## config.mk

```make
export PLATFORM = sky130hd
export DESIGN_NAME = cpu_mem_sequencer
export DESIGN_NICKNAME = d
export VERILOG_FILES = /design/src/rtl/seq_pkg.sv /design/src/rtl/seq_timeout.sv /design/src/rtl/cpu_mem_sequencer.sv
export SDC_FILE = /design/constraint.sdc
export NUM_CORES = 1
export LEC_CHECK = 0
export ABC_CLOCK_PERIOD_IN_PS = 5850
export BUFFER_PORTS_ARGS = -buffer_cell sky130_fd_sc_hd__buf_2
export CAP_MARGIN = 0
export CORE_MARGIN = 1.5
export CORE_UTILIZATION = 23
export CTS_BUF_LIST = sky130_fd_sc_hd__clkbuf_2
export DETAILED_ROUTE_END_ITERATION = 16
export GPL_ROUTABILITY_DRIVEN = 0
export HOLD_SLACK_MARGIN = 0.03
export MAX_ROUTING_LAYER = met4
export SETUP_SLACK_MARGIN = 0.15
export SYNTH_ARGS = -nofsm -noshare
export SYNTH_HDL_FRONTEND = slang
export SYNTH_SLANG_ARGS = --single-unit
export TNS_END_PERCENT = 20
```

## constraint.sdc

```tcl
create_clock -name clk -period 5.85 [get_ports clk]
set_input_delay 1.17 -clock clk [delete_from_list [all_inputs] [get_ports clk]]
set_output_delay 1.17 -clock clk [all_outputs]
set_load 0.03 [all_outputs]
```

## src/rtl/seq_pkg.sv

```systemverilog
// Shared types and constants for the cpu_mem_sequencer slice.
// SEQ_TIMEOUT_EN adds the HALT state used by the optional timeout.
package seq_pkg;

   localparam int unsigned AW_DEF = 32;
   localparam int unsigned DW_DEF = 32;

   localparam logic [31:0] SEQ_NOP = 32'h0000_0013;

`ifdef SEQ_TIMEOUT_EN
   typedef enum logic [2:0] {
      FETCH,
      DECODE,
      DATA,
      COMMIT,
      HALT
   } seq_state_t;
`else
   typedef enum logic [1:0] {
      FETCH,
      DECODE,
      DATA,
      COMMIT
   } seq_state_t;
`endif

endpackage

```

## src/rtl/seq_timeout.sv

```systemverilog
// Wait-cycle counter: cleared while idle, counts unacknowledged request cycles,
// flags the cycle that completes LIMIT waits.
module seq_timeout #(
   parameter int unsigned LIMIT = 16
) (
   input  logic clk,
   input  logic reset,
   input  logic clr,
   input  logic inc,
   output logic expired
);

   localparam int unsigned CW = (LIMIT < 2) ? 1 : $clog2(LIMIT + 1);

   logic [CW-1:0] count;

   assign expired = inc && (count == CW'(LIMIT - 1));

   always_ff @(posedge clk or posedge reset) begin
      if (reset) begin
         count <= '0;
      end else if (clr) begin
         count <= '0;
      end else if (inc && !expired) begin
         count <= count + CW'(1);
      end
   end

endmodule

```

## src/rtl/cpu_mem_sequencer.sv

```systemverilog
// Runs the single-cycle core from one shared variable-latency memory port.
// Optional SEQ_TIMEOUT_EN: bounded waits with sticky err and a HALT state.
module cpu_mem_sequencer
   import seq_pkg::*;
#(
   parameter int unsigned AW             = AW_DEF,
   parameter int unsigned DW             = DW_DEF,
   parameter int unsigned TIMEOUT_CYCLES = 16
) (
   input  logic          clk,
   input  logic          reset,
   input  logic [AW-1:0] i_addr,
   output logic [DW-1:0] instr,
   input  logic [AW-1:0] d_addr,
   input  logic [DW-1:0] d_wdata,
   input  logic          d_we,
   input  logic          d_re,
   output logic [DW-1:0] rdata,
   output logic          cpu_en,
   output logic          mem_req,
   output logic          mem_we,
   output logic [AW-1:0] mem_addr,
   output logic [DW-1:0] mem_wdata,
   input  logic          mem_ack,
   input  logic [DW-1:0] mem_rdata,
   output logic          busy,
   output logic          err
);

   if (TIMEOUT_CYCLES == 0) begin : g_bad_timeout
      $error("TIMEOUT_CYCLES must be nonzero");
   end

   seq_state_t    state, state_d;
   logic [DW-1:0] instr_d, rdata_d, mem_wdata_d;
   logic [AW-1:0] mem_addr_d;
   logic          mem_req_d, mem_we_d, cpu_en_d, busy_d;
   logic          wr, wr_d;

`ifdef SEQ_TIMEOUT_EN
   logic expired;
   logic err_q, err_d;

   seq_timeout #(.LIMIT(TIMEOUT_CYCLES)) u_timeout (
      .clk     (clk),
      .reset   (reset),
      .clr     (!mem_req),
      .inc     (mem_req && !mem_ack),
      .expired (expired)
   );

   assign err = err_q;
`else
   assign err = 1'b0;
`endif

   // State and all registered outputs
   always_ff @(posedge clk or posedge reset) begin
      if (reset) begin
         state     <= FETCH;
         instr     <= DW'(SEQ_NOP);
         rdata     <= '0;
         cpu_en    <= 1'b0;
         mem_req   <= 1'b0;
         mem_we    <= 1'b0;
         mem_addr  <= '0;
         mem_wdata <= '0;
         busy      <= 1'b1;
         wr        <= 1'b0;
`ifdef SEQ_TIMEOUT_EN
         err_q     <= 1'b0;
`endif
      end else begin
         state     <= state_d;
         instr     <= instr_d;
         rdata     <= rdata_d;
         cpu_en    <= cpu_en_d;
         mem_req   <= mem_req_d;
         mem_we    <= mem_we_d;
         mem_addr  <= mem_addr_d;
         mem_wdata <= mem_wdata_d;
         busy      <= busy_d;
         wr        <= wr_d;
`ifdef SEQ_TIMEOUT_EN
         err_q     <= err_d;
`endif
      end
   end

   // Next state; FETCH and DATA spend one setup cycle with mem_req low
   always_comb begin
      state_d     = state;
      instr_d     = instr;
      rdata_d     = rdata;
      mem_req_d   = mem_req;
      mem_we_d    = mem_we;
      mem_addr_d  = mem_addr;
      mem_wdata_d = mem_wdata;
      wr_d        = wr;
`ifdef SEQ_TIMEOUT_EN
      err_d       = err_q;
`endif
      case (state)
         FETCH: begin
            if (!mem_req) begin
               mem_addr_d = i_addr;
               mem_we_d   = 1'b0;
               mem_req_d  = 1'b1;
            end else if (mem_ack) begin
               instr_d   = mem_rdata;
               mem_req_d = 1'b0;
               state_d   = DECODE;
            end
         end
         DECODE: begin
            if (d_we) begin
               wr_d    = 1'b1;
               state_d = DATA;
            end else if (d_re) begin
               wr_d    = 1'b0;
               state_d = DATA;
            end else begin
               state_d = COMMIT;
            end
         end
         DATA: begin
            if (!mem_req) begin
               mem_addr_d  = d_addr;
               mem_wdata_d = d_wdata;
               mem_we_d    = wr;
               mem_req_d   = 1'b1;
            end else if (mem_ack) begin
               if (!wr) rdata_d = mem_rdata;
               mem_req_d = 1'b0;
               state_d   = COMMIT;
            end
         end
         COMMIT: state_d = FETCH;
`ifdef SEQ_TIMEOUT_EN
         HALT:   state_d = HALT;
`endif
         default: state_d = FETCH;
      endcase
`ifdef SEQ_TIMEOUT_EN
      if (expired) begin
         mem_req_d = 1'b0;
         err_d     = 1'b1;
         state_d   = HALT;
      end
`endif
      cpu_en_d = (state_d == COMMIT);
      busy_d   = (state_d != COMMIT);
   end

endmodule

```

After elaboration in Yosys (flattened, before gate mapping)
Cells that the tools add are included.
Cells by class
  bitwise logic cells: 2
  eq/ne operators: 7
  reductions and logical operators: 9
  mux-type cells: 17
Operators with widths (number)
  32-bit 2-to-1 mux: 2
  32-bit one-hot mux with 2 select lines: 1
  1-bit 2-to-1 mux: 8
  2-bit 2-to-1 mux: 4
  2-bit one-hot mux with 4 select lines: 1
  2-bit equality test, second input constant: 3
  2-bit != test, second input constant: 3
  3-bit AND reduction: 2
  2-bit AND reduction: 2
  4-bit AND reduction: 1
  2-bit nonzero test: 2
  2-bit by 1-bit equality test with 1-bit output, second input constant: 1
  2-bit zero test: 1
  1-bit inverter: 2
  1-bit one-hot mux with 2 select lines: 1
  2-bit OR reduction: 1
Word-level totals
  flip-flop bits (word level): 135
  logic and storage cells: 45

Logic depth before layout (Yosys ltp)
  depth after elaboration: 4
  depth in mapped cells: 7
  gate-level depth less buffers: 4

Worst setup path before layout
No wires, ideal clock.
  kind: input port to flip-flop
  start point: in mem_ack
  end point: reg instr[12]
  arrival: 1873 ps
  path buffers: 1
  stages on the path: 3
  required time: 5725 ps
  path slack: 3852 ps
  cells stage by stage: nand3_1 > buf_2 > mux2_2
Between the ends
  word-level cells in the longest chain between the ends: 1
Ends and longest elaborated chain
  start: declaration: line cpu_mem_sequencer.sv:24  | input logic mem_ack,
  3-bit AND reduction (no line)
  end signal: assignment: line cpu_mem_sequencer.sv:61  | instr <= DW'(SEQ_NOP);
  end signal: assignment: line cpu_mem_sequencer.sv:75  | instr <= instr_d;
  end: declaration: line cpu_mem_sequencer.sv:13  | output logic [DW-1:0] instr,
Every way passes these cells.
A chain may end at the register's enable or synchronous reset.

Worst setup path after layout
  start point: reg state[0]
  end point: reg mem_wdata[16]
Between the ends
  word-level cells in the longest chain between the ends: 2
Ends and longest elaborated chain
  start: declaration: line cpu_mem_sequencer.sv:34  | seq_state_t state, state_d;
  start signal: assignment: line cpu_mem_sequencer.sv:74  | state <= state_d;
  2-bit equality test: line cpu_mem_sequencer.sv:103  | case (state)
  2-bit AND reduction (no line)
  end signal: assignment: line cpu_mem_sequencer.sv:81  | mem_wdata <= mem_wdata_d;
  end: declaration: line cpu_mem_sequencer.sv:23  | output logic [DW-1:0] mem_wdata,
Every way passes these cells.

==> summary by stage <==
Outcome
The run finished with clean final reports.

Setup path
The worst setup path is of the flop to flop kind. The slowest cell on the critical path is sky130_fd_sc_hd__nor2b_4. STA puts the critical path data arrival time at 3350 ps.

The launching element type of the critical path is a flop. The worst path buffer plus inverter count is 1. The cell family with the largest share of critical-path delay is simple AND/OR/NAND/NOR gates. The stage delay of the slowest cell on the critical path is 950 ps. The critical path capture point type is a flop. The required time of the critical path is 6410 ps.

The signal on the critical path passes through inv_1, ha_2, nor2b_4, mux2_2. The maximum net fanout on the critical path is 37.

STA
The largest clock skew in the final design is 37.56 ps. The final-layout worst hold slack is 510.0 ps. The number of endpoints with negative hold slack in the final report is 0.

At the pin with the least slew margin, the transition time is 991.7 ps. The count of final max-slew check failures is 0. The sum of negative setup slack is 0 ps. Dividing the final minimum period by the clock period gives 47.62%.

The least setup slack across all paths after layout is 3064 ps. Setup repair after global routing left no endpoint under its margin. Derived from the worst setup path, the maximum achievable clock frequency is 0.3589 GHz.

The worst pin sits at a relative slew slack of 33.75%. The worst path needs 2786 ps of the cycle, external delays included. Setup violations remaining at the end of the flow were counted as 0.

Synth
Synthesis instantiated 25 different standard cells from the library. During synthesis, Yosys emitted a total of 0 warnings. Synthesis inferred 135 register bits.

The cell area that synthesis handed to floorplanning was 0.005632 sq mm. Averaged over all synthesized cells, the footprint is 16.56 sq um. The sequential area share after synthesis is 60.08%. The gate count of the mapped netlist is 340.

Synthesis produced a netlist with a net count of 476.

Cells and area
Cells with a size suffix above 1 make up 68.82% of the layout. The filler cell count is 2474. The final instance area is 0.007475 sq mm.

The final instance count without filler cells is 944. At the end of the flow, the number of nets in the layout was 742. The area added between synthesis and finish is 32.73%.

Clocking
TritonCTS built the clock tree. The cts-stage hold buffer count is 0. The clock slew seen by the registers of the worst setup and hold paths is 190 ps.

The tree is rooted in a sky130_fd_sc_hd__clkbuf_2. Gates resized during post-CTS repair numbered 0. The total CTS buffers is 17. The clock reaches the later pin of the worst-skew pair after 680 ps. The H-tree depth is 4. The maximum count of clock buffers along a single path is 2. Counting every sink on the clock net gives 135. After clock tree synthesis, the setup repair step added 0 buffers.

GRT
The via count of the first global-routing pass is 3879. The total congestion overflow is 0. The maximum number of pins on one net before global-route repair is 93. The first global-routing pass estimated 21180 um of wire. Across every metal layer, demand over resource in global routing totals 11.18%.

The number of antenna violations at the first check in global routing is 1.

Routing
The first-pass iteration count of the detailed router is 4. The detail-routed via count per cell is 3.923. For this block, the via count after detailed routing is 3703.

Dividing the detail-routed wire length by the instance count gives 14.03 um. Once detail routing completed, the nets flagged for antenna violations numbered 0. In this run, the number of DRC markers left after iteration 0 of detailed routing was 163. The number of design rule violations left after detail routing is 0. The total wire length is 13240 um.

Run
The number of max-capacitance violations reported is 0.

Place
Counting tap cells, the placed design contains a total of 911 instances. Detailed placement finished with a half-perimeter wire length of 9462 um. Timing analysis after detailed placement gives a worst setup slack of 3023 ps. The total placed instance area is 0.007248 sq mm. The count of buffers added on input and output ports is 264.

Floorplanning
The die span in x is 159.5 um. The die outline height is 159.5 um. The top-level I/O count is 266.

The die covers 0.02543 sq mm. The starting density of the core is 23.29%. The number of placement rows is 57.

The core region is 0.02418 sq mm.

Pwr
The worst-case IR drop observed on VDD is 0.0002538 V. Summed over all cells, the static leakage comes to 3.653 nW. The ratio of total power to cell area is 641.6 mW/mm^2.

Worst hold path
The worst min-delay path class is flop to flop.
cells by family after synthesis:
kind of cell	count (synthesis)	synth area share, %
mux	161	34.13
flops	135	60.08
buf+inv	24	2.977
compound gates	9	1.267
simple gates	7	0.8220
fa+ha+maj	3	0.6666
other cells	1	0.06659
path summary, 6_finish.rpt:
path | start | end | slack (ps) | cells past startpoint
hold / removal | mem_wdata[26] | mem_wdata[26] | 510 | 1
max in group asynchronous | reset | mem_wdata[28] | 4080 | 3
hold reg to reg | mem_wdata[26] | mem_wdata[26] | 510 | 1
min in group asynchronous | reset | instr[19] | 630 | 2
setup / recovery | state[0] | mem_wdata[16] | 3060 | 4
setup reg to reg | state[0] | mem_wdata[16] | 3060 | 4
layout by cell type, fill, tap and decap left out:
master / instances
sky130_fd_sc_hd__a21o_1: 1
sky130_fd_sc_hd__a21oi_1: 1
sky130_fd_sc_hd__a22o_1: 2
sky130_fd_sc_hd__a22oi_1: 1
sky130_fd_sc_hd__buf_2: 264
sky130_fd_sc_hd__buf_4: 3
sky130_fd_sc_hd__bufinv_16: 2
sky130_fd_sc_hd__clkbuf_2: 18
sky130_fd_sc_hd__clkinv_1: 2
sky130_fd_sc_hd__clkinv_2: 5
sky130_fd_sc_hd__clkinv_4: 2
sky130_fd_sc_hd__clkinvlp_4: 2
sky130_fd_sc_hd__conb_1: 1
sky130_fd_sc_hd__dfrtp_1: 131
sky130_fd_sc_hd__dfstp_2: 4
sky130_fd_sc_hd__diode_2: 1
sky130_fd_sc_hd__ha_1: 2
sky130_fd_sc_hd__ha_2: 1
sky130_fd_sc_hd__inv_1: 3
sky130_fd_sc_hd__inv_6: 2
sky130_fd_sc_hd__mux2_1: 42
sky130_fd_sc_hd__mux2_2: 90
sky130_fd_sc_hd__mux2_4: 29
sky130_fd_sc_hd__nand2_1: 2
sky130_fd_sc_hd__nand3_2: 1
sky130_fd_sc_hd__nand4b_2: 1
sky130_fd_sc_hd__nor2_1: 1
sky130_fd_sc_hd__nor2b_4: 1
sky130_fd_sc_hd__nor4b_1: 1
sky130_fd_sc_hd__o21a_1: 1
sky130_fd_sc_hd__o21ba_2: 1
sky130_fd_sc_hd__o21bai_1: 1
sky130_fd_sc_hd__o2bb2ai_1: 1
stage by stage:
| stage | utilization, % | total power [mW] |
|---|---|---|
| 2_1_floorplan | - | 3.604 |
| 3_3_place_gp | 29.98 | 4.272 |
| 3_5_place_dp | 29.98 | 4.306 |
| 4_1_cts | 30.91 | 4.888 |
| 5_1_grt | 30.92 | 5.100 |
| 6_report | 30.92 | 4.796 |
registers in the layout, indices dropped and copies added, names as in the netlist, 2 cells and up:
name / flops
instr: 32
mem_wdata: 32
rdata: 32
mem_addr: 32
state: 2
power breakdown:
part / total, mW / leakage [nW] / internal (mW) / switching (mW)
Clock: 0.552 / 0.139 / 0.193 / 0.359
Combinational: 2.60 / 1.91 / 1.02 / 1.58
Sequential: 1.64 / 1.60 / 1.41 / 0.227
Yosys cell counts:
library cell                count  area [sq um]
sky130_fd_sc_hd__buf_4          1         7.510
sky130_fd_sc_hd__ha_1           3         37.54
sky130_fd_sc_hd__dfrtp_1      131          3278
sky130_fd_sc_hd__a22o_1         2         17.52
sky130_fd_sc_hd__nand3_1        1         5.000
sky130_fd_sc_hd__buf_6          8         90.09
sky130_fd_sc_hd__nand2_1        2         7.510
sky130_fd_sc_hd__mux2_2        90          1013
sky130_fd_sc_hd__o21ba_1        1         10.01
sky130_fd_sc_hd__o21a_1         1         7.510
sky130_fd_sc_hd__buf_2         11         55.05
sky130_fd_sc_hd__o2bb2ai_1      1         8.760
sky130_fd_sc_hd__nor2b_1        1         6.260
sky130_fd_sc_hd__o21bai_1       1         7.510
sky130_fd_sc_hd__nor4b_1        1         8.760
sky130_fd_sc_hd__a22oi_1        1         7.510
sky130_fd_sc_hd__dfstp_2        4         105.1
sky130_fd_sc_hd__conb_1         1         3.750
sky130_fd_sc_hd__nand4b_2       1         15.01
sky130_fd_sc_hd__a21oi_1        1         5.000
sky130_fd_sc_hd__inv_1          4         15.01
sky130_fd_sc_hd__nor2_1         1         3.750
sky130_fd_sc_hd__mux2_4        29         435.4
sky130_fd_sc_hd__mux2_1        42         473.0
sky130_fd_sc_hd__a21o_1         1         7.510
routing by layer:
layer  part of all wire, %  track usage [%]  up-vias
met5                     0                -        -
met4                   1.7            4.160        0
met3                   4.8            3.074       12
met2                    49            17.84      130
met1                    44            13.46     1818
li1                      -                -     1743
worst register-to-register path, cell delays in order (launching register included):
cell	delay, ps
sky130_fd_sc_hd__dfrtp_1	450
sky130_fd_sc_hd__inv_1	90
sky130_fd_sc_hd__ha_2	760
sky130_fd_sc_hd__nor2b_4	960
sky130_fd_sc_hd__mux2_2	430
final cells by class:
| class | count | area, sq um | area share [%] |
|---|---|---|---|
| Sequential cell | 135 | 3383 | 45.26 |
| Antenna cell | 1 | 2.502 | 0.03348 |
| Timing Repair Buffer | 267 | 1344 | 17.98 |
| Tap cell | 324 | 405.4 | 5.424 |
| Inverter | 4 | 20.02 | 0.2678 |
| Multi-Input combinational cell | 181 | 2096 | 28.04 |
| Clock buffer | 18 | 90.09 | 1.205 |
| Clock inverter | 14 | 133.9 | 1.791 |
Power figures use the tool's default switching activity.
